--- src/rtl/snake_head_ctrl.sv ---
// snake_head_ctrl: turns one-cycle direction pulses into a head position that
// advances one grid cell per movement tick, with single-entry pending turn.
//
// state | meaning
// IDLE  | waiting for the first direction pulse, no movement
// RUN   | tick divider running, head moves one cell per tick
module snake_head_ctrl #(
  parameter int COLS        = 8,
  parameter int ROWS        = 8,
  parameter int TICK_CYCLES = 25_000_000,
  parameter int X0          = 0,
  parameter int Y0          = 0,
  parameter int WRAP        = 1,
  localparam int XW = (COLS > 1) ? $clog2(COLS) : 1,
  localparam int YW = (ROWS > 1) ? $clog2(ROWS) : 1
) (
  input  logic          clk,
  input  logic          reset,
  input  logic          L,
  input  logic          R,
  input  logic          U,
  input  logic          D,
  output logic [XW-1:0] head_x,
  output logic [YW-1:0] head_y,
  output logic [1:0]    dir,
  output logic          moving,
  output logic          step,
  output logic          wall_hit
);

  typedef enum logic {IDLE, RUN} state_t;

  localparam logic [1:0] DIR_U = 2'b00;
  localparam logic [1:0] DIR_R = 2'b01;
  localparam logic [1:0] DIR_D = 2'b10;
  localparam logic [1:0] DIR_L = 2'b11;

  localparam int TW = (TICK_CYCLES > 1) ? $clog2(TICK_CYCLES) : 1;
  localparam logic [TW-1:0] TICK_LAST = TW'(TICK_CYCLES - 1);
  localparam logic [XW-1:0] X_LAST    = XW'(COLS - 1);
  localparam logic [YW-1:0] Y_LAST    = YW'(ROWS - 1);
  localparam logic [XW-1:0] X_RST     = XW'(X0);
  localparam logic [YW-1:0] Y_RST     = YW'(Y0);

  state_t        state;
  logic [TW-1:0] tick_cnt;
  logic          pend_valid;
  logic [1:0]    pend_dir;

  logic          pulse_any;
  logic [1:0]    pulse_dir;
  logic          turn_ok;
  logic          tick;
  logic [1:0]    new_dir;
  logic [XW-1:0] next_x;
  logic [YW-1:0] next_y;
  logic          blocked;

  // Pulse priority U > R > D > L, turn filter against the committed direction,
  // and the direction that takes effect on this tick.
  always_comb begin
    pulse_any = U | R | D | L;
    if (U)      pulse_dir = DIR_U;
    else if (R) pulse_dir = DIR_R;
    else if (D) pulse_dir = DIR_D;
    else        pulse_dir = DIR_L;
    // reverse of a direction is obtained by flipping bit 1
    turn_ok = pulse_any && (pulse_dir != dir) && (pulse_dir != (dir ^ 2'b10));
    tick    = (state == RUN) && (tick_cnt == TICK_LAST);
    if (turn_ok)         new_dir = pulse_dir;
    else if (pend_valid) new_dir = pend_dir;
    else                 new_dir = dir;
  end

  // Candidate next head position for new_dir; edges wrap or block.
  always_comb begin
    next_x  = head_x;
    next_y  = head_y;
    blocked = 1'b0;
    case (new_dir)
      DIR_U: begin
        if (head_y == '0) begin
          if (WRAP != 0) next_y = Y_LAST;
          else           blocked = 1'b1;
        end else begin
          next_y = head_y - 1'b1;
        end
      end
      DIR_D: begin
        if (head_y == Y_LAST) begin
          if (WRAP != 0) next_y = '0;
          else           blocked = 1'b1;
        end else begin
          next_y = head_y + 1'b1;
        end
      end
      DIR_L: begin
        if (head_x == '0) begin
          if (WRAP != 0) next_x = X_LAST;
          else           blocked = 1'b1;
        end else begin
          next_x = head_x - 1'b1;
        end
      end
      default: begin
        if (head_x == X_LAST) begin
          if (WRAP != 0) next_x = '0;
          else           blocked = 1'b1;
        end else begin
          next_x = head_x + 1'b1;
        end
      end
    endcase
  end

  // Control FSM with tick divider, pending turn and registered outputs.
  always_ff @(posedge clk) begin
    if (reset) begin
      state      <= IDLE;
      head_x     <= X_RST;
      head_y     <= Y_RST;
      dir        <= DIR_R;
      moving     <= 1'b0;
      step       <= 1'b0;
      wall_hit   <= 1'b0;
      pend_valid <= 1'b0;
      pend_dir   <= DIR_R;
      tick_cnt   <= '0;
    end else begin
      step     <= 1'b0;
      wall_hit <= 1'b0;
      case (state)
        IDLE: begin
          tick_cnt <= '0;
          if (pulse_any) begin
            dir    <= pulse_dir;
            state  <= RUN;
            moving <= 1'b1;
          end
        end
        default: begin
          if (tick) begin
            tick_cnt   <= '0;
            dir        <= new_dir;
            pend_valid <= 1'b0;
            if (blocked) begin
              wall_hit <= 1'b1;
            end else begin
              head_x <= next_x;
              head_y <= next_y;
              step   <= 1'b1;
            end
          end else begin
            tick_cnt <= tick_cnt + 1'b1;
            if (turn_ok) begin
              pend_valid <= 1'b1;
              pend_dir   <= pulse_dir;
            end
          end
        end
      endcase
    end
  end

endmodule

--- config.mk ---
export PLATFORM = sky130hd
export DESIGN_NAME = snake_head_ctrl
export DESIGN_NICKNAME = d
export VERILOG_FILES = /design/src/rtl/snake_head_ctrl.sv
export SDC_FILE = /design/constraint.sdc
export NUM_CORES = 1
export LEC_CHECK = 0
export BUFFER_PORTS_ARGS = -buffer_cell sky130_fd_sc_hd__buf_2
export CAP_MARGIN = 30
export CORE_MARGIN = 3
export CORE_UTILIZATION = 59
export CTS_CLUSTER_DIAMETER = 100
export CTS_CLUSTER_SIZE = 25
export DETAILED_ROUTE_END_ITERATION = 6
export PLACE_DENSITY = 0.79
export SYNTH_ARGS = -nofsm -noshare
export SYNTH_HDL_FRONTEND = slang
export SYNTH_SLANG_ARGS = --single-unit
--- constraint.sdc ---
create_clock -name clk -period 2.2 [get_ports clk]
set_input_delay 0.22 -clock clk [delete_from_list [all_inputs] [get_ports clk]]
set_output_delay 0.22 -clock clk [all_outputs]
set_load 0.005 [all_outputs]
==> results.cfg <==
[clock_tree]
hold_buffers = 0
cts.reportedPaths.clkPinSlew_ns = 0.11
cts_tree = yes
insertion_delay_ns = 0.35
cts-root-buf = clkbuf_4
clkSinkCount = 39
ctsHtreeMaxLevel = 2
cts_setup_buffers = 0
cts_buffers = 5
post_cts_resized = 0
clock_path_buffers = 2

[logic_synthesis]
yosysWarnings = 0
synth_top_area_frac = 0.377
seq_area_frac_synth = 0.377
netlist_top_cells_area = dfxtp_1 38%, xnor2_1 6.8%, nor2_1 6.5%, ha_1 5.4%, xor2_1 3.8%
synth_edf_count = 0
synth_cell_types = 49
syn-cell-area_um2 = 2070
postSynthAreaPerCell_um2 = 8.67
syn_inst = 239
synthArstFlopShare = 0
synth_nets = 254
yosysMostFrequentCell = dfxtp_1
synth_seq_cells = 39
synth_flop_cell = dfxtp_1
yosys.area.top_type = dfxtp_1
synthTopCellsByCount = 39 x dfxtp_1, 36 x nor2_1, 16 x xnor2_1

[place]
postPlaceCellArea_um2 = 2170
gp_congestion = 0.787
numPortBuffers = 15
dpl.hpwl_mm = 2.77
pre_cts_ws_ns = 0.245

[grt]
grt_pass1_vias = 1529
gr-usage-met1 = 0.284
met2_usage = 0.308
overflow = 0
track_usage = 0.206
grt-busiest-layer = met2
use_met3 = 0.0615
grt_first_pass_wirelength_mm = 6.88
antenna_found_initial = 0
grt_max_degree = 26

[route]
ant_nets = 0
remaining_drc_errors = 0
first_pass_iters = 4
detail_route.iter0.violations = 107
vias = 1697
routed_wl_mm = 3.81
viasPerCell = 5.69
avgRoutedWirePerCell_um = 12.8

[critical_path]
critical_path_class = reg -> reg
start_kind = flop
cp.required_ns = 2.45
reg2reg_from = tick_cnt[12]
r2r_cells = 6
cp_max_fo = 25
arrival_ns = 2.22
cp-end-kind = flop
timing.rr.end = tick_cnt[12]
r2r_slack_ns = 0.23

[final_layout]
fillCellCount = 289
syn2layout_area_growth_pct = 7.67
nNetsFinal = 268
post-route-util = 0.696
drive_gt1_frac = 0.130
final_area_um2 = 2230
antenna_cells = 0

[floorplanning]
rows = 20
die_x_um = 65.3
die_h_um = 65.3
start_util = 0.647
io_pins = 17
fp.dieArea_um2 = 4260
coreArea_um2 = 3200

[sta]
fin_ws_ns = 0.230
final-setup-viol-count = 0
final.setup.tns_ns = 0
post-route-min-period_ns = 1.97
fmax_mhz = 508
hold_viol = 0
skew_ns = 0.0115
rsz0062_at_grt = no
tightest_slew_ns = 0.507
slew_headroom = 0.660
finalCritPeriodShare = 0.895
drv_slew = 0

[pwr]
p_sw_frac = 0.263
power_per_cell_area_nw_per_um2 = 535
pwr-share-comb = 0.087
p_int_uw = 879
seq_power_share = 0.612
power.switching_uw = 313
ir_drop_v = 0.000330
clkPwrFrac = 0.301
power_mw = 1.19
p_leak_nw = 0.808

[hold_path]
hold_end = state
hp-class = in -> reg
hp-start = L
min_path_cells = 3

[outcome]
status = completed

[flow_run]
drv_cap = 0
[power groups by stage]
stage / registers (mW) / logic [mW] / clock network (mW)
2_1_floorplan: 0.742 / 0.0773 / 0
3_3_place_gp: 0.745 / 0.102 / 0
3_5_place_dp: 0.745 / 0.103 / 0
4_1_cts: 0.730 / 0.103 / 0.373
5_1_grt: 0.732 / 0.115 / 0.406
6_report: 0.730 / 0.103 / 0.359
[routing by layer]
metal  share of wire  up-vias  routed length, µm
li1                -      868                  -
met1            0.51      795               1950
met2            0.43       29               1650
met3           0.044        5                166
met4           0.012        0                 45
met5               0        -                  0
[metrics by stage]
step | std cells | hold slack [ns]
4_1_cts | 298 | 0.181
3_3_place_gp | 290 | 0.453
5_1_grt | 298 | 0.196
2_1_floorplan | 239 | 0.379
3_5_place_dp | 290 | 0.471
6_report | 298 | 0.188
[registers in the layout (all words and copies together), names as in the netlist]
signal	flops
step	1
head_y	3
pend_dir	2
tick_cnt	25
pend_valid	1
dir	2
moving	1
state	1
head_x	3
[final cells by class]
cell class,count,area [µm²],area share
clock buffer,5,37.5,0.0168
clock inverter,3,20.0,0.00897
inverter,11,41.3,0.0185
multi-input combinational,178,1190,0.532
sequential,39,781,0.350
tap,44,55.1,0.0247
timing repair buffer,18,110,0.0494
[logic make-up after synthesis]
| logic type | count (synthesis) | share of synthesized area |
|---|---|---|
| adder cells (fa/ha/maj) | 9 | 0.0543 |
| AND/OR/NAND/NOR | 109 | 0.284 |
| other | 1 | 0.00181 |
| multiplexers | 1 | 0.00483 |
| flip-flops | 39 | 0.377 |
| buffers and inverters | 22 | 0.0507 |
| XOR/XNOR | 25 | 0.106 |
| AO/OA/AOI/OAI | 33 | 0.121 |
[cells in the final DEF (no fill, tap or decap), types with 5 or more instances in the layout]
master | Yosys | routed
o21ai_0 | 5 | 5
ha_1 | 9 | 9
nor2_1 | 36 | 36
dfxtp_1 | 39 | 39
nand2_1 | 10 | 10
buf_2 | 3 | 15
nand3_1 | 15 | 15
xor2_1 | 9 | 9
a21oi_1 | 7 | 7
clkbuf_4 | 0 | 5
xnor2_1 | 16 | 16
nor4_1 | 7 | 7
nor3_1 | 11 | 11
inv_1 | 11 | 11
[worst max-delay path, stage by stage (launching register included)]
cell and delay, ns:
dfxtp_1 0.39, nor4bb_1 0.39, nand3_1 0.20, or4_1 0.53, nand3_2 0.14, buf_12 0.16
nor2_1 0.06
[worst max-delay path by stage]
stage | start | to | slack [ns] | cells past startpoint
2_1_floorplan | tick_cnt[8] | head_x[0] | 0.34 | 6
6_report | tick_cnt[12] | tick_cnt[12] | 0.23 | 6
3_5_place_dp | tick_cnt[12] | tick_cnt[12] | 0.24 | 6
4_1_cts | tick_cnt[12] | tick_cnt[12] | 0.24 | 6
3_3_place_gp | tick_cnt[8] | head_x[0] | 0.31 | 5
5_1_grt | tick_cnt[12] | head_y[0] | 0.07 | 5
(Power assumes the default switching activity.)
